File: src/rtl/conv_result_capture.sv
// Captures the first 2x2 result tile from each systolic array and compares them element-wise.
// Optional LATENCY_CNT_EN adds lat3/lat2 registers holding the wait-counter value at each capture.
module conv_result_capture #(
    parameter int DATA_W      = 8,
    parameter int TIMEOUT_CYC = 64,
    parameter int CNT_W       = 7
) (
    input  logic              clk,
    input  logic              resetn,
    input  logic              start,
    input  logic              v3_valid,
    input  logic [DATA_W-1:0] c9_11,
    input  logic [DATA_W-1:0] c9_12,
    input  logic [DATA_W-1:0] c9_21,
    input  logic [DATA_W-1:0] c9_22,
    input  logic              v2_valid,
    input  logic [DATA_W-1:0] c4_11,
    input  logic [DATA_W-1:0] c4_12,
    input  logic [DATA_W-1:0] c4_21,
    input  logic [DATA_W-1:0] c4_22,
    output logic [DATA_W-1:0] r9_11,
    output logic [DATA_W-1:0] r9_12,
    output logic [DATA_W-1:0] r9_21,
    output logic [DATA_W-1:0] r9_22,
    output logic [DATA_W-1:0] r4_11,
    output logic [DATA_W-1:0] r4_12,
    output logic [DATA_W-1:0] r4_21,
    output logic [DATA_W-1:0] r4_22,
    output logic              busy,
    output logic              done,
    output logic              match,
    output logic              timeout,
    output logic [CNT_W-1:0]  lat3,
    output logic [CNT_W-1:0]  lat2
);

    typedef enum logic [1:0] {S_IDLE, S_WAIT, S_CMP, S_DONE} state_t;

    state_t                   state, state_nxt;
    logic                     got3, got2;
    logic [CNT_W-1:0]         wait_cnt;
    logic [3:0][DATA_W-1:0]   c9, c4, r9, r4;
    logic                     accept, cap3, cap2, both_got, last_cyc;

    // Tiles packed as {o00, o01, o10, o11}
    assign c9 = {c9_11, c9_12, c9_21, c9_22};
    assign c4 = {c4_11, c4_12, c4_21, c4_22};
    assign {r9_11, r9_12, r9_21, r9_22} = r9;
    assign {r4_11, r4_12, r4_21, r4_22} = r4;

    assign accept   = start && (state == S_IDLE || state == S_DONE);
    assign cap3     = (state == S_WAIT) && v3_valid && !got3;
    assign cap2     = (state == S_WAIT) && v2_valid && !got2;
    assign both_got = (got3 || cap3) && (got2 || cap2);
    assign last_cyc = (wait_cnt == CNT_W'(TIMEOUT_CYC - 1));

    always_ff @(posedge clk or negedge resetn) begin
        if (!resetn) state <= S_IDLE;
        else         state <= state_nxt;
    end

    always_comb begin
        state_nxt = state;
        case (state)
            S_IDLE:  if (start) state_nxt = S_WAIT;
            // A capture on the final counted cycle still wins over the timeout
            S_WAIT:  if (both_got)      state_nxt = S_CMP;
                     else if (last_cyc) state_nxt = S_DONE;
            S_CMP:   state_nxt = S_DONE;
            S_DONE:  if (start) state_nxt = S_WAIT;
            default: state_nxt = S_IDLE;
        endcase
    end

    always_comb begin
        busy = 1'b0;
        done = 1'b0;
        case (state)
            S_WAIT, S_CMP: busy = 1'b1;
            S_DONE:        done = 1'b1;
            default:       ;
        endcase
    end

    always_ff @(posedge clk or negedge resetn) begin
        if (!resetn) begin
            got3     <= 1'b0;
            got2     <= 1'b0;
            wait_cnt <= '0;
            r9       <= '0;
            r4       <= '0;
            match    <= 1'b0;
            timeout  <= 1'b0;
        end else if (accept) begin
            got3     <= 1'b0;
            got2     <= 1'b0;
            wait_cnt <= '0;
            match    <= 1'b0;
            timeout  <= 1'b0;
        end else if (state == S_WAIT) begin
            wait_cnt <= wait_cnt + CNT_W'(1);
            if (cap3) begin
                r9   <= c9;
                got3 <= 1'b1;
            end
            if (cap2) begin
                r4   <= c4;
                got2 <= 1'b1;
            end
            if (!both_got && last_cyc) begin
                timeout <= 1'b1;
                match   <= 1'b0;
            end
        end else if (state == S_CMP) begin
            match <= (r9 == r4);
        end
    end

`ifdef LATENCY_CNT_EN
    always_ff @(posedge clk or negedge resetn) begin
        if (!resetn) begin
            lat3 <= '0;
            lat2 <= '0;
        end else if (accept) begin
            lat3 <= '0;
            lat2 <= '0;
        end else begin
            if (cap3) lat3 <= wait_cnt;
            if (cap2) lat2 <= wait_cnt;
        end
    end
`else
    assign lat3 = '0;
    assign lat2 = '0;
`endif

endmodule

File: config.mk
export PLATFORM = sky130hd
export DESIGN_NAME = conv_result_capture
export DESIGN_NICKNAME = d
export VERILOG_FILES = /design/src/rtl/conv_result_capture.sv
export SDC_FILE = /design/constraint.sdc
export NUM_CORES = 1
export LEC_CHECK = 0
export ABC_CLOCK_PERIOD_IN_PS = 2420
export CAP_MARGIN = 20
export CELL_PAD_IN_SITES_DETAIL_PLACEMENT = 0
export CELL_PAD_IN_SITES_GLOBAL_PLACEMENT = 1
export CORE_ASPECT_RATIO = 1.75
export CORE_UTILIZATION = 33
export DETAILED_ROUTE_END_ITERATION = 8
export PLACE_DENSITY_LB_ADDON = 0.2
export REMOVE_ABC_BUFFERS = 1
export SLEW_MARGIN = 20
export SYNTH_ARGS = -nofsm -noshare
export SYNTH_HDL_FRONTEND = slang
export SYNTH_SLANG_ARGS = --single-unit
File: constraint.sdc
create_clock -name clk -period 2.42 [get_ports clk]
set_clock_uncertainty 0.2 [all_clocks]
set_input_delay 0.484 -clock clk [delete_from_list [all_inputs] [get_ports clk]]
set_output_delay 0.484 -clock clk [all_outputs]
set_load 0.005 [all_outputs]
==> results <==
## worst paths after layout
kind | to | slack, ps | cells past startpoint
min | timeout | 310 | 2
min reg2reg | timeout | 310 | 2
max | busy | 90 | 4
max in group asynchronous | wait_cnt[0] | 920 | 3
max reg2reg | match | 290 | 8
min in group asynchronous | r9_12[0] | 490 | 2
## timing repair
item	4_1_cts	5_1_grt
buffers inserted	1	0
hold buffers	1	0
setup endpoints to repair	1	1
gates resized for setup	0	1
hold endpoints to repair	40	0
## synth_stat cells, types with 2 or more instances
| master | number | area, um2 |
|---|---|---|
| sky130_fd_sc_hd__nor4_1 | 5 | 31.3 |
| sky130_fd_sc_hd__nor2_1 | 9 | 33.8 |
| sky130_fd_sc_hd__dfrtp_1 | 77 | 1930 |
| sky130_fd_sc_hd__inv_1 | 4 | 15.0 |
| sky130_fd_sc_hd__ha_1 | 5 | 62.6 |
| sky130_fd_sc_hd__mux2i_1 | 2 | 20.0 |
| sky130_fd_sc_hd__mux2_2 | 64 | 721 |
| sky130_fd_sc_hd__a21oi_1 | 6 | 30.0 |
| sky130_fd_sc_hd__nor3_1 | 3 | 15.0 |
| sky130_fd_sc_hd__buf_2 | 6 | 30.0 |
| sky130_fd_sc_hd__nand4b_1 | 2 | 17.5 |
| sky130_fd_sc_hd__nand3_1 | 3 | 15.0 |
| sky130_fd_sc_hd__buf_4 | 15 | 113 |
| sky130_fd_sc_hd__nand4_1 | 3 | 18.8 |
| sky130_fd_sc_hd__xor2_1 | 21 | 184 |
| sky130_fd_sc_hd__nor2b_1 | 2 | 12.5 |
| sky130_fd_sc_hd__nand2_1 | 4 | 15.0 |
| sky130_fd_sc_hd__xnor2_1 | 16 | 140 |
## stage by stage
| stage | setup TNS [ps] | hold WS (ps) | instance area, um2 |
|---|---|---|---|
| after floorplan | -23700 | -11.6 | 3410 |
| after global placement | 0 | 307 | 5010 |
| after detailed placement | 0 | 303 | 5010 |
| after CTS | 0 | 317 | 5360 |
| after global routing | 0 | 321 | 5360 |
| final | 0 | 312 | 5360 |
## sequential cells by signal, indices dropped and copies added, names as in the netlist
name	cells
r9_22	8
r4_22	8
match	1
r9_11	8
r9_21	8
state	2
got3	1
r4_21	8
timeout	1
r9_12	8
r4_12	8
got2	1
r4_11	8
wait_cnt	7
## cells by family (layout without fill, tap and decap cells)
family | count (synthesis) | after routing | share of synthesized area, %
simple gates | 38 | 38 | 6.09
buf+inv | 26 | 167 | 4.60
fa+ha+maj | 5 | 5 | 1.78
flops | 77 | 77 | 54.9
mux | 66 | 66 | 21.1
other cells | 1 | 14 | 0.107
xor+xnor | 37 | 37 | 9.23
compound gates | 13 | 13 | 2.21
## per-layer routing
layer / global-route usage, % / vias to the layer above / part of all wire [%]
li1: - / 1184 / -
met5: 0 / - / 0
met3: 3.83 / 12 / 4.2
met2: 30.6 / 75 / 57
met1: 17.3 / 1274 / 36
met4: 7.24 / 0 / 2.4
## area by class of cell
type	count	area share, %
flip-flops and latches	77	36.0
multi-input cells	173	27.5
repair buffers	147	27.2
clock buffers	12	4.79
well taps	127	2.97
clock inverters	4	1.31
inverters	4	0.280
## report_power, final
group	internal (W)	leakage (nW)	total [W]	switching [W]
Sequential	0.00190	0.928	0.00245	0.000548
Clock	0.000956	0.163	0.00146	0.000501
Combinational	0.00199	1.19	0.00301	0.00102
Total	0.00484	2.28	0.00691	0.00207
## worst min-delay path, delay by kind of cell, from the launching register on
kind             cells  cell delay (ps)
flip-flops           1              350
AND/OR/NAND/NOR      1               70
AO/OA/AOI/OAI        1               50
==> impl_results.md <==
- Fin worst setup slack: 86.9 ps
- Antenna violations before repair: 0
- Hold Startpoint: timeout
- Multi-input gate area in the final layout: 1470 um2
- R2r startpoint: state[0]
- Clock root buffer master: sky130_fd_sc_hd__clkbuf_16
- Class of the most critical setup path: register to output port
- Number of standard-cell rows in the floorplan: 49
- Average routed wire per standard cell: about 16 um
- FF+latch area: between 1500 and 2000 um2
- Via count of the first global-routing pass: 2705
- Largest driver fanout on the critical path: 3
- Share of async-settable or async-resettable flops after synthesis: 100%
- Fmax: 429 MHz
- Outcome: finished clean
- CTS clk-pin slew, worst paths: 60 ps
- Most common library cell in the layout ignoring fill and taps: sky130_fd_sc_hd__clkdlybuf4s50_1
- Syn Std Cell Area: between 3000 and 4000 um2
- Overall power: 0.00691 W
- Detailed-router iteration count before antenna repair: 4
- Startpoint of the most critical setup path: state[0]
- Cell leakage power: 2.28 nW
- Class of the tightest hold or removal check: register to register
- Die X: between 70 and 80 um
- Overall die area: 11100 um2
- Violation count after the first detailed-route iteration: 49
- Finish-stage setup viols: 0
- Post-synthesis sequential area ratio: 54.9%
- Flops & latches, synth: 77
- Maximum number of pins on one net before global-route repair: 42
- Core region area: slightly above 10000 um2
- Remaining global-route overflow: 0
- Slew at the pin with the worst max-slew slack: 560 ps
- Total count of hold-check failures in the final report: 0
- Diode insertion count for antenna repair: 0
- Net count reported at finish: 486
- Number of pins exceeding their max-slew limit in the final report: 0
- Vias after detailed routing: about 2500
- Later-pin clock latency in the skew report: 330 ps
- P per Cell Area: 1290 nW/um2
- IR drop worst, VDD: 0.667 mV
- Number of enable flip-flop cells after synthesis: 0
- Routability cong.: 0.725
- Count of pins on the block boundary: around 150
- Critical Path Start Type: register
- Area Overhead vs Synth: 52.5%
- # DRC: 0
- Crit path max-delay family: buffers and inverters
- TritonCTS clock tree: yes
- Number of filler cells placed in the layout: 971
- CP Data Arrival Time: around 1700 ps
- Detailed Route WL: roughly 8800 um
- Vias per std cell: 4.68
- Non-filler instance count after layout: 544
- Cell with the largest stage delay on the worst path: sky130_fd_sc_hd__clkdlybuf4s50_1
- Number of distinct library cells after synthesis: 34
- Initial cell density of the core: 34.1%
- Clock Path Buffers: 2
- List of cells traversed by the critical path: inv_1 -> ha_1 -> inv_2 -> clkdlybuf4s50_1
- CTS Buf Count: 9
- Share of the core filled with cells: 52.0%
- Setup repair after global routing missed its margin: false
- Pre-CTS WS: 144 ps
- CTS Sinks: 77
- Crit. End Element: output port
- Max-capacitance violation count: 0
- Largest stage delay, worst path: 490 ps
- Count of warnings emitted by yosys: 0
- Final Cycle Share: 96.4%
- Count of mapped cells out of synthesis: 263
- Number of port buffers: between 100 and 150
- Overall die height: 138 um
- GRT Resource Usage Total: approximately 17%
- Data required time at the worst endpoint: 1740 ps
- Commonest non-fill, non-tap cells in the layout: 135 x sky130_fd_sc_hd__clkdlybuf4s50_1, 77 x sky130_fd_sc_hd__dfrtp_1, 64 x sky130_fd_sc_hd__mux2_2
- Predominant post-synthesis flop cell: sky130_fd_sc_hd__dfrtp_1
- First-pass GRT wire length: between 10000 and 15000 um
- Buffers plus inverters on the worst setup path: 3
- Share of post-route cells with drive strength above 1: 22.1%
- Half-perimeter wire length after placement: slightly below 7000 um
- Slew Limit Headroom: 62.6%
- Cell Count Post-Placement: 526
- Mean Syn Cell Area: 13.3 um2
- Routed Antenna Nets: 0
- H-tree Lvls: 3
- Clock period minus final worst setup slack: 2330 ps
No activity file was read; power rests on OpenSTA's default activity.
